**config.mk**
```make
export PLATFORM = sky130hd
export DESIGN_NAME = dmac_fifo_fwft
export DESIGN_NICKNAME = d
export VERILOG_FILES = /design/src/rtl/dmac_fifo_fwft.sv
export SDC_FILE = /design/constraint.sdc
export NUM_CORES = 1
export LEC_CHECK = 0
export ABC_CLOCK_PERIOD_IN_PS = 2500
export CORE_ASPECT_RATIO = 0.75
export CORE_MARGIN = 2
export CORE_UTILIZATION = 61
export DETAILED_ROUTE_END_ITERATION = 7
export PLACE_DENSITY = 0.8
export SYNTH_ARGS = -nofsm -noshare
export SYNTH_HDL_FRONTEND = slang
export SYNTH_SLANG_ARGS = --single-unit
```
**constraint.sdc**
```tcl
create_clock -name clk -period 2.5 [get_ports clk]
set_input_delay 0.5 -clock clk [delete_from_list [all_inputs] [get_ports clk]]
set_output_delay 0.5 -clock clk [all_outputs]
set_load 0.01 [all_outputs]
```
**src/rtl/dmac_fifo_fwft.sv**
```systemverilog
`default_nettype none
// ============================================================================
// Module   : dmac_fifo_fwft
// Brief    : First-word-fall-through FIFO between the DMAC read and write
//            engines, with occupancy count, almost flags and flush.
//            Optional sticky overflow/underflow flags: DMAC_FIFO_ERR_FLAG_EN
// Revision : 1.0 - initial release
// ============================================================================
module dmac_fifo_fwft #(
    parameter int DEPTH_LG2     = 4,
    parameter int DATA_WIDTH    = 32,
    parameter int AFULL_THRESH  = 12,
    parameter int AEMPTY_THRESH = 2
) (
    input  logic                  clk,
    input  logic                  rst_n,
    input  logic                  clr_i,
    input  logic                  wren_i,
    input  logic [DATA_WIDTH-1:0] wdata_i,
    output logic                  full_o,
    output logic                  afull_o,
    input  logic                  rden_i,
    output logic [DATA_WIDTH-1:0] rdata_o,
    output logic                  empty_o,
    output logic                  aempty_o,
    output logic [DEPTH_LG2:0]    count_o,
    output logic                  ovf_o,
    output logic                  udf_o
);

    localparam int c_depth = 1 << DEPTH_LG2;
    localparam int c_ptr_w = DEPTH_LG2 + 1;

    localparam logic [c_ptr_w-1:0] c_one        = c_ptr_w'(1);
    localparam logic [c_ptr_w-1:0] c_depth_cnt  = c_ptr_w'(c_depth);
    localparam logic [c_ptr_w-1:0] c_afull_thr  = c_ptr_w'(AFULL_THRESH);
    localparam logic [c_ptr_w-1:0] c_aempty_thr = c_ptr_w'(AEMPTY_THRESH);

    logic [DATA_WIDTH-1:0] r_mem [c_depth];
    logic [c_ptr_w-1:0]    r_wrptr;
    logic [c_ptr_w-1:0]    r_rdptr;
    logic [c_ptr_w-1:0]    r_count;
    logic                  r_full;
    logic                  r_empty;
    logic                  r_afull;
    logic                  r_aempty;

    logic                  w_push;
    logic                  w_pop;
    logic [c_ptr_w-1:0]    w_count_next;
    logic [DEPTH_LG2-1:0]  w_wr_idx;
    logic [DEPTH_LG2-1:0]  w_rd_idx;

    // Qualification uses the registered flags, so a push into a full FIFO is
    // dropped even when a pop is accepted on the same edge.
    assign w_push   = wren_i & ~r_full  & ~clr_i;
    assign w_pop    = rden_i & ~r_empty & ~clr_i;
    assign w_wr_idx = r_wrptr[DEPTH_LG2-1:0];
    assign w_rd_idx = r_rdptr[DEPTH_LG2-1:0];

    always_comb begin
        w_count_next = r_count;
        if (clr_i) begin
            w_count_next = '0;
        end else if (w_push && !w_pop) begin
            w_count_next = r_count + c_one;
        end else if (!w_push && w_pop) begin
            w_count_next = r_count - c_one;
        end
    end

    // Storage is reset but deliberately not touched by a flush.
    generate
        for (genvar g = 0; g < c_depth; g++) begin : g_mem
            always_ff @(posedge clk or negedge rst_n) begin
                if (!rst_n) begin
                    r_mem[g] <= '0;
                end else if (w_push && (w_wr_idx == DEPTH_LG2'(g))) begin
                    r_mem[g] <= wdata_i;
                end
            end
        end
    endgenerate

    always_ff @(posedge clk or negedge rst_n) begin
        if (!rst_n) begin
            r_wrptr <= '0;
            r_rdptr <= '0;
        end else if (clr_i) begin
            r_wrptr <= '0;
            r_rdptr <= '0;
        end else begin
            if (w_push) begin
                r_wrptr <= r_wrptr + c_one;
            end
            if (w_pop) begin
                r_rdptr <= r_rdptr + c_one;
            end
        end
    end

    always_ff @(posedge clk or negedge rst_n) begin
        if (!rst_n) begin
            r_count  <= '0;
            r_full   <= 1'b0;
            r_empty  <= 1'b1;
            r_afull  <= 1'b0;
            r_aempty <= 1'b1;
        end else begin
            r_count  <= w_count_next;
            r_full   <= (w_count_next == c_depth_cnt);
            r_empty  <= (w_count_next == '0);
            r_afull  <= (w_count_next >= c_afull_thr);
            r_aempty <= (w_count_next <= c_aempty_thr);
        end
    end

`ifdef DMAC_FIFO_ERR_FLAG_EN
    logic r_ovf;
    logic r_udf;

    always_ff @(posedge clk or negedge rst_n) begin
        if (!rst_n) begin
            r_ovf <= 1'b0;
            r_udf <= 1'b0;
        end else if (clr_i) begin
            r_ovf <= 1'b0;
            r_udf <= 1'b0;
        end else begin
            if (wren_i && r_full) begin
                r_ovf <= 1'b1;
            end
            if (rden_i && r_empty) begin
                r_udf <= 1'b1;
            end
        end
    end

    assign ovf_o = r_ovf;
    assign udf_o = r_udf;
`else
    assign ovf_o = 1'b0;
    assign udf_o = 1'b0;
`endif

    assign rdata_o  = r_mem[w_rd_idx];
    assign full_o   = r_full;
    assign empty_o  = r_empty;
    assign afull_o  = r_afull;
    assign aempty_o = r_aempty;
    assign count_o  = r_count;

endmodule
`default_nettype wire

```
==> flow_summary_export.csv <==
group,metric,value,unit
outcome,status,"finished, violations left",
outcome,violations_in_the_final_reports,"negative setup slack",
global_routing,globalRoute.totalOverflow,0,
die,design.core.area,38500,um^2
cts,clock_tree_from_tritoncts,"done",
pwr,power.density,827,nW/um^2
timing,final.min_clock_period,3.21,ns
worst_setup_path,worst-path-max-fanout,6,
timing,post-route-period-util,128,%
timing,hold_violations,0,
cells_and_area,area_delta_synth_final,18.9,%
timing,worst-slew-pin-transition,0.561,ns
die,floorplan.initialDensity,62.2,%
worst_setup_path,end_kind,"output port",
synth,postSynth.asyncResetShare,100,%
worst_setup_path,critical_path.startpoint,"r_rdptr[0]",
cts,numCtsBuffers,50,
cells_and_area,final_antenna_diode_count,0,
cts,tritoncts_num_sinks,529,
detailed_routing,detail_route.vias_per_cell,6.39,
die,die_width,233,um
worst_setup_path,cp.required,2.00,ns
cells_and_area,layout_common_cells,"523 x dfrtp_1, 420 x mux2_1, 160 x mux4_2",
die,fp.dieH,176,um
worst_setup_path,kind_of_start_point_of_the_critical_path,"flip-flop",
synth,yosys_register_bits,529,
global_routing,grt_max_degree,60,
synth,post_synth_num_cell_types,38,
cells_and_area,post_layout_nonfiller_instances,2116,
cells_and_area,drive_gt1_share,32.4,%
timing,maximum_clock_skew_at_final_layout,0.0222,ns
timing,post-route-worst-setup-slack,-0.712,ns
timing,maxClockFrequency,0.311,GHz
place,gpl_congestion,0.747,
cells_and_area,layout_commonest_cell,"dfrtp_1",
timing,slew_violations,0,
cts,cts_root_buf,"clkbuf_16",
pwr,max-vdd-ir-drop,0.688,mV
detailed_routing,antenna_violating_nets_post_route,0,
job,max_cap_violations,0,
cts,htreeDepth,2,
detailed_routing,detail_route.iter0.violations,1060,
synth,synth_enable_flop_cells,0,
synth,synth.yosys.seq_area_share,55.3,%
cells_and_area,design.final.nets,1607,
place,placedCellCount,1984,
die,ioPinCount,80,
timing,report.final.setup_viol,32,
timing,slew-limit-headroom,62.5,%
synth,post_synth.cell_area_avg,16.7,um^2
global_routing,global_route_usage_over_all_layers,28.8,%
cts,worst_skew_pair.late_latency,0.59,ns
synth,syn-cell-area,23900,um^2
min_path,holdCritPathClass,"in -> async",
worst_setup_path,timing_worst_setup_path_type,"reg -> out",
worst_setup_path,worst_endpoint_data_arrival_time,2.71,ns
place,numPortBuffers,77,
pwr,power.leakage,13.6,nW
cts,cts_buffer_depth,3,
timing,total_negative_setup_slacks,-19.57,ns
detailed_routing,route.vias.total,13500,
global_routing,first_global_vias,14800,
timing,grt_setup_unrepaired,"true",
synth,dominantRegCellSynth,"dfrtp_1",
detailed_routing,routed_wl,56100,um
cts,clkTransAtPathRegs,0.07,ns
detailed_routing,route.detailed.wl_per_inst,26.5,um
place,dp_hpwl,32100,um
synth,synth_cells,1437,
die,die_area,40900,um^2
worst_setup_path,reg2reg_from,"count_o[0]",
cells_and_area,final_core_utilization,74.0,%
global_routing,first_pass_grt_wire_length,88500,um
synth,ys.warnings.count,0,
global_routing,initial_antenna_violation_count,0,
detailed_routing,drc,0,
detailed_routing,drt-pass1-iter-count,5,
die,num_rows,62,
-- logic make-up after synthesis --
family          share of synthesized area (%)
flops                                    55.3
simple gates                             1.70
xor+xnor                                0.256
compound gates                          0.387
other cells                            0.0157
mux                                      39.2
fa+ha+maj                               0.366
buf+inv                                  2.75
-- per-stage QoR --
stage | cell area (um^2) | power (W) | worst slack, ns | hold WS (ns)
6_report | 28500 | 0.0235 | -0.712 | 0.431
5_1_grt | 28500 | 0.0245 | -0.755 | 0.438
4_1_cts | 28500 | 0.0236 | -0.732 | 0.414
3_5_place_dp | 26100 | 0.0148 | -0.365 | 0.430
3_3_place_gp | 26100 | 0.0146 | -0.361 | 0.429
2_1_floorplan | 23900 | 0.0129 | 0.170 | 0.204
-- critical path: stages, from the launching register on --
cell and delay, ns:
dfrtp_4 0.52, buf_12 0.16, buf_8 0.13, buf_6 0.12, buf_8 0.13, mux4_2 0.45, mux4_2 0.49, buf_6 0.14
-- sequential cells by signal, summed over array words and instances (netlist names) --
name and cells:
aempty_o 1, afull_o 1, r_mem 512, r_wrptr 4, empty_o 1, count_o 5, r_rdptr 4, full_o 1
-- path summary, 6_finish.rpt --
check	to	slack [ns]	depth (start not counted)
worst max-delay path	rdata_o[26]	-0.71	7
worst min-delay path	r_mem[25]	0.43	2
worst max register to register	full_o	0.31	7
worst min register to register	r_mem[26]	0.48	1
max in group asynchronous	r_mem[209]	1.23	4
min in group clk	r_mem[26]	0.48	1
-- per-layer routing --
metal  global-route usage (%)  share of wire [%]  routed length (um)  up-vias
met5                        0                  0                   0        -
met4                     7.43                2.3                1300        0
met3                     3.99                4.9                2730       96
met2                     47.2                 49               27700      347
met1                     41.2                 43               24400     7436
li1                         -                  -                   -     5642
-- what timing repair did --
| item | 4_1_cts | 5_1_grt |
|---|---|---|
| hold buffers | 1 | 0 |
| resized for setup | 192 | 19 |
| hold endpoints to repair | 36 | 0 |
| endpoints found under the setup margin | 32 | 32 |
| pin swaps | 0 | 0 |
| cloned | 9 | 0 |
| buffers inserted | 30 | 7 |
-- power by group --
group,switching [W],internal [W]
combinational,0.00216,0.00320
clock,0.00332,0.00475
sequential,0.000577,0.00953
total,0.00605,0.0175
-- Yosys cell counts, types with 8 or more instances --
master / count / area (um^2)
buf_2: 55 / 275
buf_6: 11 / 124
clkbuf_1: 52 / 195
dfrtp_1: 527 / 13200
mux2_1: 420 / 4730
mux2_2: 94 / 1060
mux4_2: 160 / 3600
nand2_1: 12 / 45.0
nand3_1: 9 / 45.0
nand3_2: 9 / 90.1
nor2_1: 18 / 67.6
nor3_1: 8 / 40.0
-- cell type report --
class	count	area, um^2
Sequential cell	529	13300
Multi-Input combinational cell	777	10100
Inverter	4	15.0
Timing Repair Buffer	201	2700
Tap cell	512	641
Fill cell	2295	10000
Clock inverter	19	246
Clock buffer	74	1520
Note: power is estimated with default switching activity, not from simulation.
